[config.mk]
export PLATFORM = sky130hd
export DESIGN_NAME = signal_narrowing
export DESIGN_NICKNAME = d
export VERILOG_FILES = /design/src/rtl/signal_narrowing_pkg.sv /design/src/rtl/signal_narrowing_narrow_core.sv /design/src/rtl/signal_narrowing.sv
export SDC_FILE = /design/constraint.sdc
export NUM_CORES = 1
export LEC_CHECK = 0
export ABC_AREA = 1
export CAP_MARGIN = 20
export CORE_AREA = 3 3 62 64
export CTS_CLUSTER_DIAMETER = 30
export DETAILED_ROUTE_END_ITERATION = 10
export DIE_AREA = 0 0 65 67
export GPL_ROUTABILITY_DRIVEN = 0
export PLACE_DENSITY = 0.69
export SLEW_MARGIN = 20
export SYNTH_ARGS = -nofsm -noshare
export SYNTH_HDL_FRONTEND = slang
export SYNTH_SLANG_ARGS = --single-unit
[constraint.sdc]
create_clock -name clk -period 1.4 [get_ports clk]
set_clock_uncertainty 0.15 [all_clocks]
set_input_delay 0.28 -clock clk [delete_from_list [all_inputs] [get_ports clk]]
set_output_delay 0.28 -clock clk [all_outputs]
set_load 0.01 [all_outputs]
[src/rtl/signal_narrowing_pkg.sv]
// Shared constants and FSM encoding for the 16-to-11 bit signed narrowing stage.
`timescale 1ns/1ps
package signal_narrowing_pkg;

  localparam int DATA_W    = 16;
  localparam int OPERAND_W = 11;

  localparam logic [OPERAND_W-1:0] OPERAND_MAX = 11'h3FF;
  localparam logic [OPERAND_W-1:0] OPERAND_MIN = 11'h400;

  typedef enum logic {
    ST_EMPTY = 1'b0,
    ST_FULL  = 1'b1
  } state_e;

endpackage

[src/rtl/signal_narrowing_narrow_core.sv]
// Combinational narrowing of a signed IN_W value to OUT_W bits with overflow flag.
// SIGNAL_NARROWING_SAT_EN selects saturation on overflow; otherwise the value wraps.
`timescale 1ns/1ps
module narrow_core
  import signal_narrowing_pkg::*;
#(
  parameter int IN_W  = DATA_W,
  parameter int OUT_W = OPERAND_W
) (
  input  logic [IN_W-1:0]  in_data,
  output logic [OUT_W-1:0] out_data,
  output logic             ovf
);

  // The value fits only if every bit from the MSB down to the new sign bit agrees.
  logic [IN_W-OUT_W:0] top_bits;
  assign top_bits = in_data[IN_W-1:OUT_W-1];
  assign ovf      = ~((&top_bits) | ~(|top_bits));

`ifdef SIGNAL_NARROWING_SAT_EN
  always_comb begin
    out_data = in_data[OUT_W-1:0];
    if (ovf) begin
      out_data = in_data[IN_W-1] ? {1'b1, {(OUT_W-1){1'b0}}}
                                 : {1'b0, {(OUT_W-1){1'b1}}};
    end
  end
`else
  assign out_data = in_data[OUT_W-1:0];
`endif

endmodule

[src/rtl/signal_narrowing.sv]
// Registered valid/ready narrowing stage between the ALU result and operand write-back.
// Build option SIGNAL_NARROWING_SAT_EN: saturate overflowing values instead of wrapping.
`timescale 1ns/1ps
module signal_narrowing
  import signal_narrowing_pkg::*;
#(
  parameter int IN_W  = DATA_W,
  parameter int OUT_W = OPERAND_W,
  parameter int CNT_W = 8
) (
  input  logic             clk,
  input  logic             reset,
  input  logic             in_valid,
  output logic             in_ready,
  input  logic [IN_W-1:0]  in_data,
  output logic             out_valid,
  input  logic             out_ready,
  output logic [OUT_W-1:0] out_data,
  output logic             out_ovf,
  input  logic             clr_stats,
  output logic             ovf_sticky,
  output logic [CNT_W-1:0] ovf_count
);

  state_e           state;
  logic [OUT_W-1:0] core_data;
  logic             core_ovf;
  logic             accept;
  logic             drain;

  narrow_core #(
    .IN_W  (IN_W),
    .OUT_W (OUT_W)
  ) u_core (
    .in_data  (in_data),
    .out_data (core_data),
    .ovf      (core_ovf)
  );

  // A full stage can still take a word when the consumer drains it the same cycle.
  assign in_ready  = (state == ST_EMPTY) | out_ready;
  assign out_valid = (state == ST_FULL);
  assign accept    = in_valid & in_ready;
  assign drain     = out_valid & out_ready;

  always_ff @(posedge clk) begin
    if (reset) begin
      state      <= ST_EMPTY;
      out_data   <= '0;
      out_ovf    <= 1'b0;
      ovf_sticky <= 1'b0;
      ovf_count  <= '0;
    end else begin
      if (accept) begin
        state    <= ST_FULL;
        out_data <= core_data;
        out_ovf  <= core_ovf;
      end else if (drain) begin
        state <= ST_EMPTY;
      end

      // Clearing wins over a simultaneous overflow, which is then not counted.
      if (clr_stats) begin
        ovf_sticky <= 1'b0;
        ovf_count  <= '0;
      end else if (accept && core_ovf) begin
        ovf_sticky <= 1'b1;
        if (ovf_count != {CNT_W{1'b1}}) begin
          ovf_count <= ovf_count + CNT_W'(1);
        end
      end
    end
  end

endmodule
* Word-level counts from Yosys, hierarchy flattened
Index checks and enable logic that the tools add are counted.
W data, S select, Z words.
** Operators by class
- Equality and inequality tests :: 1
- Add/sub/neg operators :: 1
- Mux-type cells :: 2
- Reductions and logical operators :: 6
- Bitwise logic cells :: 7
** Operators by type and width (count)
- $add A8 B1 Y8 const B :: 1
- $ne A8 B8 Y1 const B :: 1
- $reduce_and A6 Y1 :: 1
- $reduce_or A6 Y1 :: 1
- $not A1 Y1 :: 3
- $and A1 B1 Y1 :: 2
- $mux W1 :: 2
- $or A1 B1 Y1 :: 2
- $reduce_and A2 Y1 :: 1
- $reduce_bool A2 Y1 :: 1
- $reduce_or A2 Y1 :: 1
- $logic_and A1 B1 Y1 :: 1
** Storage, ports and cells
- Input port bits :: 21
- Logic and storage cells :: 22
- Output and inout port bits :: 23
- Bits in registers :: 22

* Depth between registers and ports, before layout
- Depth after elaboration :: 6
- Gate-level depth with buffers :: 9
- Gate-level depth less buffers :: 9

* Cells and area by module
Synthesis repeated with hierarchy kept, for this count alone.
** Unflattened totals
- Cells, all modules :: 153
- Area, all modules :: 1091.0 µm²
** Modules (own cells, without submodules)
- signal_narrowing :: cells an instance 130, area an instance 957.2 µm², instances 1
- narrow_core :: cells an instance 23, area an instance 133.9 µm², instances 1

* Least setup slack after synthesis
Ideal clock, no wire load.
- Path kind :: flip-flop to flip-flop
- Start point :: register ovf_count[0]
- End point :: register ovf_count[3]
- Stages on the path, launching flop included :: 9
- Required time :: 1.135 ns
- Path buffers :: 0
- Path slack :: -0.039 ns
- Arrival time :: 1.174 ns
- Setup time :: 0.115 ns
- Path through :: dfxtp_1 ha_1 nand2_1 nor2_1 nand2_2 inv_2 nor2_1 a21oi_1 nor2_1
** On the way
- Cells in the longest elaborated chain, start to end :: 2
- Elaborated cells on any way between the ends :: 3
- Those cells by class :: add/sub: 1; eq/ne: 1; reduce/logical: 1
** RTL lines
- start: declaration :: RTL line signal_narrowing.sv:22 : output logic [CNT_W-1:0] ovf_count
- start signal: assignment :: RTL line signal_narrowing.sv:69 : ovf_count <= ovf_count + CNT_W'(1);
- branches (longest 2 deep; another with $add A8 B1 Y8)
Parallel ways; which one is timed is not known.
A chain may end at the register's enable or synchronous reset.

* Worst setup path in the final report
- Start point :: register ovf_count[0]
- End point :: output ovf_count[0]
No word-level cell between the ends.

==> reports/metrics.json <==
{
  "hold_path.class": "input pin to register",
  "overflow": 0,
  "ctsHtreeMaxLevel": 1,
  "routed.top_layer": "met4",
  "synth_largest_area_cell": "dfxtp_1",
  "yosysTopAreaCellShare": 0.439,
  "synthTopCellsByArea": "dfxtp_1 44%, nor2_1 16%, nand2_1 8.2%",
  "post_synth_num_cell_types": 20,
  "grt_start_max_net_pins": 14,
  "ir_drop_mv": 0.593,
  "synth-seq-cells": 22,
  "setup_ws_ns": 0.00305,
  "place_worst_setup_slack_ns": -0.442,
  "cts_root_buf": "clkbuf_4",
  "diodes": 0,
  "core.rowCount": 21,
  "wl_met2_um": 1440,
  "drt_first_pass_iters": 4,
  "holdBufCountCts": 0,
  "fp.dieArea_um2": 4360,
  "setup-violations-final": 0,
  "max_clock_freq_mhz": 716,
  "unrepaired_setup_endpoints_after_global_routing": "true",
  "start_kind": "register",
  "cts_buffers": 3,
  "ioPinCount": 44,
  "io_buffer_count": 43,
  "clk_transition_reported_paths_ns": 0.13,
  "timing_hold_violations_final": 0,
  "clkSinkCount": 22,
  "filler_cell_count": 322,
  "core_um2": 3340,
  "grt_antenna_before_repair": 0,
  "seqCellArea_um2": 457,
  "drt-met1-wl_um": 1170,
  "timing.critical_path.fanout_max": 4,
  "synthesis.instances": 143,
  "min_period_over_period": 0.998,
  "drv.max_cap_violation_count": 0,
  "fin_crit_ns": 1.40,
  "worstSetupPathType": "register to output pin",
  "track_usage": 0.138,
  "nets": 235,
  "post_route_cells_drive_above_1_share": 0.387,
  "static-leakage-power_uw": 0.000880,
  "grt_pass1_vias": 1083,
  "drc": 0,
  "net_count_after_synthesis": 165,
  "status": "finished, final reports clean",
  "routed-via-count": 1138,
  "worst_pin_slew_ns": 0.594,
  "hold_worst_slack_ns": 0.192,
  "clk_path_buf_depth": 2,
  "floorplan.die.height_um": 67,
  "syn-mean-instance-area_um2": 7.01,
  "power_per_cell_area_nw_per_um2": 797,
  "dpl_cell_area_um2": 1570,
  "initial_util": 0.300,
  "synth.cell_area_um2": 1000,
  "fp.dieW_um": 65,
  "finalMaxSlewViolations": 0,
  "tritoncts": "done",
  "area_growth_pct": 82.4,
  "postRouteWirelength_um": 2910,
  "avgRoutedWirePerCell_um": 11.3,
  "slew_headroom": 0.603,
  "grt_pass1_wl_um": 4690,
  "via_per_inst": 4.41,
  "detailroute.wirelength.met3_um": 271,
  "critPathArrivalTime_ns": 0.97,
  "footprint_of_the_multi_input_gates_um2": 607,
  "route.antenna.remaining_nets": 0,
  "worst-endpoint-required_ns": 0.97,
  "place.detailed.hpwl_um": 1850,
  "final_design_area_no_fill_um2": 1830,
  "ys.warnings.count": 0,
  "detailedRoute.firstIterationViolations": 51,
  "clk_latency_ns": 0.32,
  "yosysSeqAreaShare": 0.439,
  "endpoint_kind": "output pin"
}
timing repair:
action | 4_1_cts | 5_1_grt
hold endpoints to repair | 0 | 0
resized for setup | 48 | 59
setup buffers | 4 | 7
cloned | 1 | 0
setup endpoints to repair | 28 | 30
pin swaps | 2 | 19
final timing paths:
kind / startpoint / end / slack (ns) / depth (start not counted)
worst max-delay path: ovf_count[0] / ovf_count[0] / 0.003 / 2
worst min-delay path: out_ready / out_valid / 0.19 / 5
worst max register to register: ovf_count[6] / ovf_count[0] / 0.02 / 7
worst min register to register: out_ovf / out_ovf / 0.32 / 2
flip-flops by register name (all words and copies together), names as in the netlist:
signal and flops:
ovf_count 8, ovf_sticky 1, out_ovf 1, out_valid 1, out_data 11
cells in the final DEF (no fill, tap or decap), types with 4 or more instances in the layout:
master,instances
nor2_1,38
buf_4,23
nand2_1,18
clkdlybuf4s50_1,13
dfxtp_1,13
o21ai_0,11
inv_1,9
clkdlybuf4s15_1,9
clkbuf_2,8
a21oi_2,7
dlymetal6s2s_1,7
dfxtp_2,7
nand3_1,5
nand3_2,4
nor2_4,4
buf_6,4
power breakdown:
part	internal [uW]	switching (uW)	leakage [uW]
clock network	290	217	0.0000279
registers	657	17.9	0.000186
logic	148	128	0.000666
total	1090	363	0.000880
logic make-up after synthesis:
group / after synthesis / share of synthesized area
flops: 22 / 0.439
fa+ha+maj: 1 / 0.0125
simple gates: 80 / 0.340
compound gates: 22 / 0.127
buf+inv: 18 / 0.0812
synth_stat cells:
master and n:
dfxtp_1 22, nor2_2 1, nand4_1 1, inv_2 3
a21oi_1 8, ha_1 1, o21ai_0 11, inv_4 1
o21a_1 1, nor2_8 1, nand3_1 9, nor3_1 2
clkbuf_1 3, buf_8 1, nand2_1 22, a21oi_4 1
nand2_2 2, nor2_1 42, a21oi_2 1, inv_1 10
metrics by stage:
stage / setup TNS, ns / util / std cells / total power [uW]
floorplan: 0 / - / 143 / 800
global placement: -5.81 / 0.471 / 242 / 953
detailed placement: -6.08 / 0.471 / 242 / 956
CTS: -0.0126 / 0.502 / 251 / 1440
global route: -0.342 / 0.548 / 258 / 1520
finish: 0 / 0.548 / 258 / 1460
critical path: stages (launching register included):
cell	delay, ns
dfxtp_2	0.36
buf_4	0.14
buf_2	0.14
layer usage:
metal,up-vias,track usage
met4,0,0.0317
met1,507,0.150
met3,5,0.0725
met2,36,0.236
met5,-,0
li1,590,-
area by class of cell:
class,instances,share of cell area
multi-input combinational,104,0.332
timing repair buffer,68,0.326
sequential,22,0.250
inverter,14,0.0315
tap,46,0.0315
clock inverter,1,0.0164
clock buffer,3,0.0123
Note: power is estimated with default switching activity, not from simulation.
